===== config.mk =====
export PLATFORM = sky130hd
export DESIGN_NAME = audio_decimator
export DESIGN_NICKNAME = d
export VERILOG_FILES = /design/src/rtl/audio_decimator.sv
export SDC_FILE = /design/constraint.sdc
export NUM_CORES = 1
export LEC_CHECK = 0
export ABC_AREA = 1
export CAP_MARGIN = 20
export CORE_AREA = 2 2 86 88
export DETAILED_ROUTE_END_ITERATION = 12
export DIE_AREA = 0 0 88 90
export PLACE_DENSITY = 0.82
export SLEW_MARGIN = 10
export SYNTH_ARGS = -nofsm -noshare
export SYNTH_HDL_FRONTEND = slang
export SYNTH_SLANG_ARGS = --single-unit

===== constraint.sdc =====
create_clock -name clk -period 1.7 [get_ports clk]
set_input_delay 0.51 -clock clk [delete_from_list [all_inputs] [get_ports clk]]
set_output_delay 0.51 -clock clk [all_outputs]
set_load 0.02 [all_outputs]

===== src/rtl/audio_decimator.sv =====
// Power-of-two audio decimator: boxcar mean (or D-th sample pick) of D input samples,
// one-word output register. Optional DECIM_DROP_COUNT_EN adds a saturating dropped-result counter.
module audio_decimator #(
  parameter int IN_W       = 16,
  parameter int OUT_W      = 32,
  parameter int LOG2_DECIM = 6,
  parameter int FRAC_BITS  = 8,
  parameter int AVERAGE    = 1
) (
  input  logic                   clk,
  input  logic                   rst_n,
  input  logic                   flush,
  input  logic                   in_valid,
  input  logic signed [IN_W-1:0] in_data,
  output logic                   in_ready,
  output logic                   out_valid,
  input  logic                   out_ready,
  output logic [OUT_W-1:0]       out_data
`ifdef DECIM_DROP_COUNT_EN
  ,
  output logic [15:0]            drop_count
`endif
);

  localparam int ACC_W = IN_W + LOG2_DECIM;
  localparam int CNT_W = (LOG2_DECIM > 0) ? LOG2_DECIM : 1;
  localparam logic [CNT_W-1:0] LAST_IDX = CNT_W'((1 << LOG2_DECIM) - 1);

  if (OUT_W < IN_W + FRAC_BITS) begin : g_bad_out_w
    $error("audio_decimator: OUT_W must be >= IN_W + FRAC_BITS");
  end
  if (LOG2_DECIM < 0 || LOG2_DECIM > 10) begin : g_bad_decim
    $error("audio_decimator: LOG2_DECIM must be in 0..10");
  end

  // Handshakes: a word moves only on a rising edge where valid and ready are both 1.
  // The input side never stalls; in_ready only reports that reset has been released.
  logic                   r_ready;
  logic [CNT_W-1:0]       r_cnt;
  logic                   r_valid;
  logic [OUT_W-1:0]       r_data;
  logic                   w_accept;
  logic                   w_last;
  logic                   w_new;
  logic signed [IN_W-1:0] w_result;
  logic signed [OUT_W-1:0] w_word;

  assign w_accept = in_valid && !flush;
  assign w_last   = (r_cnt == LAST_IDX);
  assign w_new    = w_accept && w_last;

  if (AVERAGE != 0) begin : g_avg
    logic signed [ACC_W-1:0] r_acc;
    logic signed [ACC_W-1:0] w_sum;

    assign w_sum    = r_acc + ACC_W'(in_data);
    // Arithmetic shift gives floor toward minus infinity for the mean.
    assign w_result = IN_W'(w_sum >>> LOG2_DECIM);

    always_ff @(posedge clk or negedge rst_n) begin
      if (!rst_n) begin
        r_acc <= '0;
      end else if (flush) begin
        r_acc <= '0;
      end else if (w_accept) begin
        r_acc <= w_last ? '0 : w_sum;
      end
    end
  end else begin : g_pick
    assign w_result = in_data;
  end

  assign w_word = OUT_W'(w_result) << FRAC_BITS;

  always_ff @(posedge clk or negedge rst_n) begin
    if (!rst_n) begin
      r_ready <= 1'b0;
      r_cnt   <= '0;
    end else begin
      r_ready <= 1'b1;
      if (flush) begin
        r_cnt <= '0;
      end else if (w_accept) begin
        r_cnt <= w_last ? '0 : r_cnt + CNT_W'(1);
      end
    end
  end

  // A new result loads if the register is empty or emptying this edge; otherwise it is lost.
  always_ff @(posedge clk or negedge rst_n) begin
    if (!rst_n) begin
      r_valid <= 1'b0;
      r_data  <= '0;
    end else if (w_new && (!r_valid || out_ready)) begin
      r_valid <= 1'b1;
      r_data  <= w_word;
    end else if (r_valid && out_ready) begin
      r_valid <= 1'b0;
    end
  end

`ifdef DECIM_DROP_COUNT_EN
  logic [15:0] r_drop;
  logic        w_drop;

  assign w_drop = w_new && r_valid && !out_ready;

  always_ff @(posedge clk or negedge rst_n) begin
    if (!rst_n) begin
      r_drop <= '0;
    end else if (w_drop && (r_drop != 16'hFFFF)) begin
      r_drop <= r_drop + 16'd1;
    end
  end

  assign drop_count = r_drop;
`endif

  assign in_ready  = r_ready;
  assign out_valid = r_valid;
  assign out_data  = r_data;

endmodule


==> run metrics, run 1 <==
CTS root buffer=clkbuf_8; via count=3,538; clk_lat worst skew=around 300 ps; Compound-Gate Fraction of Synth Area=under 10%; Ports=55; core area=7020 µm²; Peak VDD IR=about 0.4 mV; #FFs+latches synth=46; Final period util=105.8%; antenna violations before repair=0; die width=roughly 88 µm; Leakage=~2.7 nW; ANT nets after route=0; combinational family with the most area after synthesis=simple AND/OR/NAND/NOR gates; Finished Layout Cells=a little under 700; CTS tree=built; clock slew at reported path FFs=~90 ps; Critical Path Fanout Max=4; most common cell after layout, fill and taps aside=nand2_1; Finish-stage setup viols=19; Site Rows=31; Worst Path Arrival=approximately 2000 ps; post-synth cell types=31; Synth-to-Final Area Change=54.16%; Initial Util=about 48%; I/O Buffers=46; CTS Hold Buffers Added=0; layout cell share with drive strength beyond 1=38.76%; Register-to-Register Path Depth=10; Critical Path Start=g_avg.r_acc[0]$_DFFE_PN0P_; Vias/cell=slightly above 5; max cap viols=0; post-synth design cell area=3368 µm²; router iterations before antenna repair=5; worst slack at placement=-827.3 ps; TritonCTS buffer count=5; Syn. warnings=0; chip height=around 90 µm; Placer Congestion=1.008; crit path capture type=flop; Slew Limit Fails=0; run status=finished, violations left; r2r startpoint=g_avg.r_acc[0]$_DFFE_PN0P_; worst min path class=in2async; clock sinks=46; violated checks=setup timing; final setup margin=-99.00 ps; Residual DRC=0; Pwr per Cell Area=750.3 nW/µm²; crit path launch type=flop; Simple-Gate Fraction of Synth Area=a little over a third; clk_skew=around 7.5 ps; RSZ-0062 raised after global routing=true; vias in the first global route=about 3,500; largest net degree at the start of global routing=47; wire length per cell=between 10 and 15 µm; Synth Area per Inst=roughly 6.8 µm²; FF-to-FF End=g_avg.r_acc[16]$_DFFE_PN0P_; Seq/Total Area, Yosys=34.18%; placed insts=approximately 670; gr ovfl total=0; post-synthesis mux area share=0%; clk buf depth=2; antenna diode count=0; DR iter-0 viols=approximately 170; critical path class=reg2reg; Syn Inst Count=between 400 and 500; hold_ws=between 150 and 200 ps; Post-Synth Adder-Cell Area=under 10%; critical path data required time=between 1500 and 2000 ps; xor and xnor area share after synthesis=between 2 and 2.5%; Final Critical Period=between 1500 and 2000 ps; fmax=between 500 and 600 MHz; Pwr Total=about 4 mW; first-pass GRT wire length=about 16,000 µm; gr usage total=about 25%; final net count=about 640; most frequent cells in the layout=nand2_1, buf_4, inv_1, dfrtp_1, nand2_2; DRT Wirelength=about 10,000 µm; endpoints failing hold=0; Post-DP HPWL=a little under 7000 µm; Max H-tree Level=2; die area=slightly below 8000 µm²; Worst R2R Setup Slack=-100 ps
power breakdown:
part | internal (mW) | leakage [nW] | switching [mW]
clock | 0.329 | 0.0482 | 0.378
combinational | 0.881 | 2.01 | 1.04
sequential | 1.18 | 0.617 | 0.0912
flip-flops by register name, summed over array words and instances, names as in the netlist:
name / count
g_avg.r_acc: 22
in_ready: 1
out_data: 16
out_valid: 1
r_cnt: 6
through the flow:
stage / utilization, % / instance area, µm² / TNS (ps)
floorplan: - / 3518 / -731.5
finish: 73.96 / 5192 / -804.7
global placement: 61.59 / 4324 / -23410
detailed placement: 61.59 / 4324 / -24630
global route: 73.96 / 5192 / -2990
CTS: 68.40 / 4802 / -592.0
cell type report:
type | count | area (µm²)
timing repair buffer | 110 | 947.2
clock inverter | 1 | 5.005
fill | 509 | 1828
inverter | 65 | 251.5
clock buffer | 7 | 86.33
multi-input combinational | 367 | 2625
sequential | 46 | 1154
tap | 99 | 123.9
Yosys cell counts:
master / n / area share, %
a21oi_1: 14 / 2.1
nand3b_1: 8 / 1.8
ha_1: 22 / 8.2
a22o_1: 3 / 0.78
a2bb2oi_1: 1 / 0.26
nor2_1: 32 / 3.6
inv_2: 2 / 0.22
conb_1: 2 / 0.22
o21bai_1: 2 / 0.45
o21ai_2: 4 / 1.0
nand2_1: 191 / 21
clkbuf_1: 2 / 0.22
or2_2: 2 / 0.37
nand3_2: 1 / 0.30
and2_1: 1 / 0.19
nand4_1: 5 / 0.93
inv_1: 63 / 7.0
buf_2: 2 / 0.30
buf_4: 17 / 3.8
o22ai_1: 1 / 0.19
nand2_2: 2 / 0.37
nor2_2: 1 / 0.19
buf_6: 1 / 0.33
fa_1: 1 / 0.59
o21ai_0: 12 / 1.8
xor2_1: 1 / 0.26
nor3_1: 2 / 0.30
nand3_1: 44 / 6.5
nor3_4: 1 / 0.48
dfrtp_1: 46 / 34
xnor2_1: 7 / 1.8
metal layers:
| metal | vias to the layer above | share of wire, % | track usage (%) |
|---|---|---|---|
| li1 | 1744 | - | - |
| met1 | 1671 | 42 | 32.42 |
| met2 | 111 | 51 | 42.68 |
| met3 | 12 | 5.7 | 3.489 |
| met4 | 0 | 1.3 | 6.026 |
| met5 | - | 0 | 0 |
critical path, cell delays in order, from the launching register on:
cell      delay [ps]
dfrtp_1          420
ha_4             180
fa_2             360
nand3_2          110
nand3_4          100
nand3_4          110
nand2_4           90
nand2_2           80
nand3b_1         100
nand3_1           90
nand2_1           50
kinds of logic after synthesis:
family          Yosys count
buf+inv                  87
fa+ha+maj                23
flops                    46
simple gates            290
other cells               2
xor+xnor                  8
compound gates           37
how the worst max path moves through the flow:
stage | cells after the start | end
after floorplan | 10 | g_avg.r_acc[16]$_DFFE_PN0P_
after global placement | 9 | g_avg.r_acc[6]$_DFFE_PN0P_
after detailed placement | 9 | g_avg.r_acc[6]$_DFFE_PN0P_
after CTS | 10 | g_avg.r_acc[16]$_DFFE_PN0P_
after global routing | 10 | out_data[18]$_DFFE_PN0P_
final | 10 | g_avg.r_acc[16]$_DFFE_PN0P_
timing repair:
item / CTS / global route
cloned: 0 / 1
endpoints found under the hold margin: 0 / 0
resized for setup: 134 / 99
buffers inserted: 8 / 11
pin swaps: 50 / 48
setup endpoints to repair: 62 / 40
Note: power is estimated with default switching activity, not from simulation.
==> inputs of run 2 (changes only) <==
--- a/config.mk
+++ b/config.mk
@@ -11,6 +11,7 @@
 export DETAILED_ROUTE_END_ITERATION = 12
 export DIE_AREA = 0 0 88 90
 export PLACE_DENSITY = 0.82
+export SKIP_CTS_REPAIR_TIMING = 1
 export SLEW_MARGIN = 10
 export SYNTH_ARGS = -nofsm -noshare
 export SYNTH_HDL_FRONTEND = slang
==> run metrics, run 2 (synthesis gave the netlist of run 1 again) <==
Synth-to-Final Area Change=66.38%; Initial Util=47.98% (unchanged); run status=finished, violations left; Site Rows=31 (unchanged); CTS root buffer=clkbuf_8; endpoints failing hold=0 (unchanged); Post-DP HPWL=6874 µm (unchanged); sequential share of power=30.9% (-1.7 points); Top reg by flops=g_avg.r_acc; DRT Wirelength=11,900 µm (+18%); Ports=55 (unchanged); most frequent cells in the layout=nand2_1, buf_4, inv_1, nand2_2, dfrtp_1; Largest register FFs=22 (unchanged); clk_lat worst skew=310 ps (about the same); FILL cells=430 (-16%); max cap viols=0 (unchanged); first-pass GRT wire length=14,880 µm (-4.5%); placed insts=669 (unchanged); vias in the first global route=3,327 (-5.1%); I/O Buffers=46 (unchanged); most common cell after layout, fill and taps aside=nand2_1; die area=7920 µm² (unchanged); Critical Path Fanout Max=4 (unchanged); Placer Congestion=1.008 (unchanged); gr ovfl total=0 (unchanged); clk_skew=9.159 ps (+1.678 ps); Vias/cell=5.469 (+7.4%); Peak VDD IR=0.4440 mV (+12%); worst slack at placement=-827.3 ps (unchanged); die width=88 µm (unchanged); Slew Limit Fails=0 (unchanged); worst min path class=in2async; gr usage total=23.58% (-1.2 points); fmax=522.3 MHz (-6.0%); clock power share=17.3% (-0.8 points); Final period util=112.6% (+6.8 points); Residual DRC=0 (unchanged); core area=7020 µm² (unchanged); Leakage=3.271 nW (+22%); Pwr Total=4.112 mW (+5.5%); clk buf depth=2 (unchanged); crit path capture type=flop; Worst Path Arrival=2110 ps (+110 ps); router iterations before antenna repair=5 (unchanged); Pint=2.462 mW (+3.1%); P_sw=1.650 mW (+9.4%); CTS tree=built; Pwr per Cell Area=733.7 nW/µm² (-2.2%); TritonCTS buffer count=5 (unchanged); chip height=90 µm (unchanged); crit path launch type=flop; DR iter-0 viols=230 (+37%); layout cell share with drive strength beyond 1=42.03% (+3.3 points); RSZ-0062 raised after global routing=true; multi-input logic area=2786 µm² (+6.1%); Finished Layout Cells=701 (+0.86%); hold_ws=154.9 ps (+0.7600 ps); sw frac=40.12% (+1.4 points); Util after Layout=79.83% (+5.9 points); antenna diode count=0 (unchanged); final setup margin=-214.5 ps (-115.5 ps); via count=3,834 (+8.4%); violated checks=setup timing; antenna violations before repair=0 (unchanged); clock slew at reported path FFs=90 ps (about the same); critical path class=reg2reg; Max H-tree Level=2 (unchanged); combinational share of power=51.8% (+2.5 points); critical path data required time=1900 ps (about the same); Reg area=1155 µm² (+0.11%); wire length per cell=16.97 µm (+17%); Finish-stage setup viols=29 (+10); ANT nets after route=0 (unchanged); largest net degree at the start of global routing=47 (unchanged); Final Critical Period=1915 ps (+115.5 ps); final net count=645 (+0.94%); clock sinks=46 (unchanged)
run 2: cell types whose count changed in the layout (fill, tap and decap cells not counted), sizes merged:
cell           previous run  this run
buf                      66        70
dlygate4sd2              31         0
clkbuf                    9         8
dlymetal6s2s              0        41
clkdlybuf4s15             8         0
inv                      65        66
run 2: layer usage:
layer  track usage [%]  part of all wire (%)  up-vias  routed length, µm
met5                 0                     0        -                  0
met3             3.489                   6.2       69                735
met2             38.51                    49      198               5838
li1                  -                     -     1754                  -
met1             32.40                    40     1813               4715
met4             6.282                   5.1        0                605
run 2: path summary, 6_finish.rpt:
| kind | startpoint | slack [ps] | end | cells after the start |
|---|---|---|---|---|
| hold / removal | rst_n | 150 | g_avg.r_acc[17]$_DFFE_PN0P_ | 2 |
| hold reg to reg | out_data[21]$_DFFE_PN0P_ | 480 | out_data[21]$_DFFE_PN0P_ | 2 |
| setup / recovery | g_avg.r_acc[0]$_DFFE_PN0P_ | -210 | g_avg.r_acc[12]$_DFFE_PN0P_ | 10 |
| max in group asynchronous | rst_n | 1290 | g_avg.r_acc[1]$_DFFE_PN0P_ | 2 |
| setup reg to reg | g_avg.r_acc[0]$_DFFE_PN0P_ | -210 | g_avg.r_acc[12]$_DFFE_PN0P_ | 10 |
| min in group clk | out_data[21]$_DFFE_PN0P_ | 480 | out_data[21]$_DFFE_PN0P_ | 2 |
run 2: power groups by stage:
stage	registers (mW)	logic [mW]	clock network [mW]
2_1_floorplan	1.26	0.834	0
3_3_place_gp	1.26	1.33	0
3_5_place_dp	1.26	1.36	0
4_1_cts	1.24	1.37	0.727
5_1_grt	1.28	2.26	0.757
6_report	1.27	2.13	0.710
run 2: critical path, cell delays in order, from the launching register on:
cell and delay, ps:
dfrtp_1 420, ha_4 180, fa_2 380, nand3_2 130, nand3_4 130, nand3_4 140
nand2_8 80, nand2_4 80, nand3b_1 110, nand3_1 100, nand2_1 50
run 2: layout make-up:
type	count	share of cell area (%)
clock buffer	7	1.541
clock inverter	1	0.08931
inverter	65	4.577
multi-input combinational	367	49.72
sequential	46	20.61
tap	99	2.210
timing repair buffer	115	21.14
timing repair inverter	1	0.1116
run 2: metrics by stage:
step	TNS, ps	cell area, µm²
6_report	-3035	5604
5_1_grt	-4857	5604
4_1_cts	-16150	4415
3_5_place_dp	-24630	4324
3_3_place_gp	-23410	4324
2_1_floorplan	-731.5	3518
==> inputs of run 3 (changes only) <==
--- a/config.mk
+++ b/config.mk
@@ -5,12 +5,11 @@
 export SDC_FILE = /design/constraint.sdc
 export NUM_CORES = 1
 export LEC_CHECK = 0
-export ABC_AREA = 1
-export CAP_MARGIN = 20
-export CORE_AREA = 2 2 86 88
+export CAP_MARGIN = 5
+export CORE_AREA = 2 2 82 84
 export DETAILED_ROUTE_END_ITERATION = 12
-export DIE_AREA = 0 0 88 90
-export PLACE_DENSITY = 0.82
+export DIE_AREA = 0 0 84 86
+export PLACE_DENSITY = 0.84
 export SKIP_CTS_REPAIR_TIMING = 1
 export SLEW_MARGIN = 10
 export SYNTH_ARGS = -nofsm -noshare
==> run metrics, run 3 <==
run status=finished, violations left; violated checks=setup timing; Post-DP HPWL=5831 µm (-15%); Syn. warnings=0 (unchanged); Seq/Total Area, Yosys=38.46% (+4.3 points); Synth Flop Type=dfrtp_1; critical path data required time=1910 ps (about the same); final setup margin=-805.9 ps (-591.4 ps); antenna violations before repair=0 (unchanged); number of synthesized flops with an enable pin=0 (unchanged); Worst Path Arrival=2710 ps (+600 ps); CP max stage delay=420 ps (about the same); grt met1 use=25.74% (-6.7 points); Synth area leader=dfrtp_1; largest net degree at the start of global routing=47 (unchanged); post-route cell area=4932 µm² (-12%); Ports=55 (unchanged); Slew Limit Fails=0 (unchanged); post-synth design cell area=2993 µm² (-11%); most frequent cells in the layout=buf_4, dfrtp_1, dlymetal6s2s_1, nand2_1, a22o_1; CTS tree=built; CTS root buffer=clkbuf_8; Finish-stage setup viols=35 (+21%); Largest register FFs=22 (unchanged); share of the synthesized area in the top cell type=38.46% (+4.3 points); Placer Congestion=0.8629 (-14%); Vias/cell=6.129 (+12%); GRT busiest layer=met2; clk_lat worst skew=310 ps (about the same); CP top delay family=compound AO/OA/AOI/OAI gates; via count=3,126 (-18%); Pwr per Cell Area=855.8 nW/µm² (+17%); Peak VDD IR=0.5182 mV (+17%); Top reg by flops=g_avg.r_acc; met3 Track Usage GR=4.716% (+1.2 points); first-pass GRT wire length=13,830 µm (-7.0%); gr usage total=23.54% (-0.046 points); most frequent cell after synthesis=dfrtp_1; ANT nets after route=0 (unchanged); final net count=477 (-26%); RSZ-0062 raised after global routing=true; Site Rows=29 (-6.5%); DP Area=4190 µm² (-3.1%); placed insts=480 (-28%); endpoints failing hold=0 (unchanged); Async SR Flop Fraction=100.0% (unchanged); clk buf depth=2 (unchanged); Finished Layout Cells=510 (-27%); Post-synth top cells=dfrtp_1, nand2_1, ha_1; crit-path cells=ha_4 -> fa_2 -> a21o_1 -> and4_4 -> o21ai_4 -> a211oi_2 -> o41a_1 -> xor2_2 -> mux2_2; crit path capture type=flop; number of buffers and inverters on the critical path=0 (unchanged); core area=6277 µm² (-11%); I/O Buffers=46 (unchanged); antenna diode count=0 (unchanged); Critical Path Fanout Max=2 (-2); Syn Inst Count=302 (-39%); hold_ws=170.4 ps (+15.57 ps); clock slew at reported path FFs=100 ps (about the same); chip height=86 µm (-4.4%); wire length per cell=21.19 µm (+25%); Final period util=147.4% (+35 points); Synth-to-Final Area Change=64.80%; crit path launch type=flop; fmax=399.1 MHz (-24%); GR Layer Usage met2=44.22% (+5.7 points); clock sinks=46 (unchanged); max cap viols=0 (unchanged); top cells by area, synth=dfrtp_1, ha_1, mux2_2; worst min path class=in2async; gr ovfl total=0 (unchanged); Final Critical Period=2506 ps (+591.4 ps); post-synth cell types=47 (+52%); die area=7224 µm² (-8.8%); critical path class=reg2reg; layout cell share with drive strength beyond 1=43.42% (+1.4 points); DR iter-0 viols=290 (+26%); TritonCTS buffer count=5 (unchanged); router iterations before antenna repair=6 (+1); Residual DRC=0 (unchanged); setup TNS=-20,240 ps (-17,210 ps); Initial Util=47.68% (-0.30 points); clk_skew=12.74 ps (+3.584 ps); die width=84 µm (-4.5%); most common cell after layout, fill and taps aside=buf_4; CP max stage cell=dfrtp_1; Leakage=2.821 nW (-14%); #FFs+latches synth=46 (unchanged); DRT Wirelength=10,810 µm (-9.1%); vias in the first global route=3,015 (-9.4%); Synth Area per Inst=9.910 µm² (+45%); Max H-tree Level=2 (unchanged)
==> run 3: cell types whose count changed in the layout (fill, tap and decap cells not counted), moves of 9 or more <==
| cell | delta |
|---|---|
| inv_2 | -13 |
| a22o_1 | +14 |
| nor2_2 | -9 |
| nand3_4 | -11 |
| nand3_2 | -15 |
| nand2_1 | -110 |
| nand3_1 | -12 |
| buf_4 | +30 |
| nand2_4 | -16 |
| inv_1 | -43 |
| nand2_2 | -43 |
==> run 3: power breakdown <==
| group | switching (mW) | internal [mW] | leakage [nW] |
|---|---|---|---|
| registers | 0.0897 | 1.18 | 0.624 |
| clock network | 0.399 | 0.471 | 0.0573 |
| logic | 1.04 | 1.04 | 2.14 |
| total | 1.53 | 2.69 | 2.82 |
==> run 3: worst paths after layout <==
path | startpoint | endpoint | slack, ps | depth (start not counted)
max in group asynchronous | rst_n | g_avg.r_acc[14]$_DFFE_PN0P_ | 1310 | 2
hold / removal | rst_n | out_data[22]$_DFFE_PN0P_ | 170 | 2
hold reg to reg | out_data[16]$_DFFE_PN0P_ | out_data[16]$_DFFE_PN0P_ | 500 | 2
setup reg to reg | g_avg.r_acc[0]$_DFFE_PN0P_ | out_data[22]$_DFFE_PN0P_ | -810 | 9
min in group clk | out_data[16]$_DFFE_PN0P_ | out_data[16]$_DFFE_PN0P_ | 500 | 2
setup / recovery | g_avg.r_acc[0]$_DFFE_PN0P_ | out_data[22]$_DFFE_PN0P_ | -810 | 9
==> run 3: cells by family (layout without fill, tap and decap cells) <==
family	count (synthesis)	in the layout	synth area share (%)
adder cells (fa/ha/maj)	23	23	9.866
buffers and inverters	27	151	5.393
flip-flops	46	46	38.46
multiplexers	17	17	6.271
AND/OR/NAND/NOR	76	76	12.33
XOR/XNOR	22	22	6.438
AO/OA/AOI/OAI	89	89	20.99
other	2	9	0.2509
==> run 3: layout make-up <==
type,count,area [µm²]
inverter,6,22.52
multi-input combinational,236,2237
clock buffer,6,82.58
tap,77,96.34
fill,344,1345
timing repair buffer,138,1313
clock inverter,1,30.03
sequential,46,1151
==> run 3: stage by stage <==
| step | setup slack [ps] | util [%] | power (mW) |
|---|---|---|---|
| 2_1_floorplan | -749.6 | - | 2.206 |
| 3_3_place_gp | -1296 | 66.75 | 2.716 |
| 3_5_place_dp | -1347 | 66.75 | 2.794 |
| 4_1_cts | -1048 | 68.55 | 3.679 |
| 5_1_grt | -849.9 | 78.57 | 4.406 |
| 6_report | -805.9 | 78.57 | 4.221 |
==> run 3: per-layer routing <==
layer	wire (µm)	share of wire (%)
met3	733	6.8
met5	0	0
met2	5424	50
met4	616	5.7
met1	4033	37
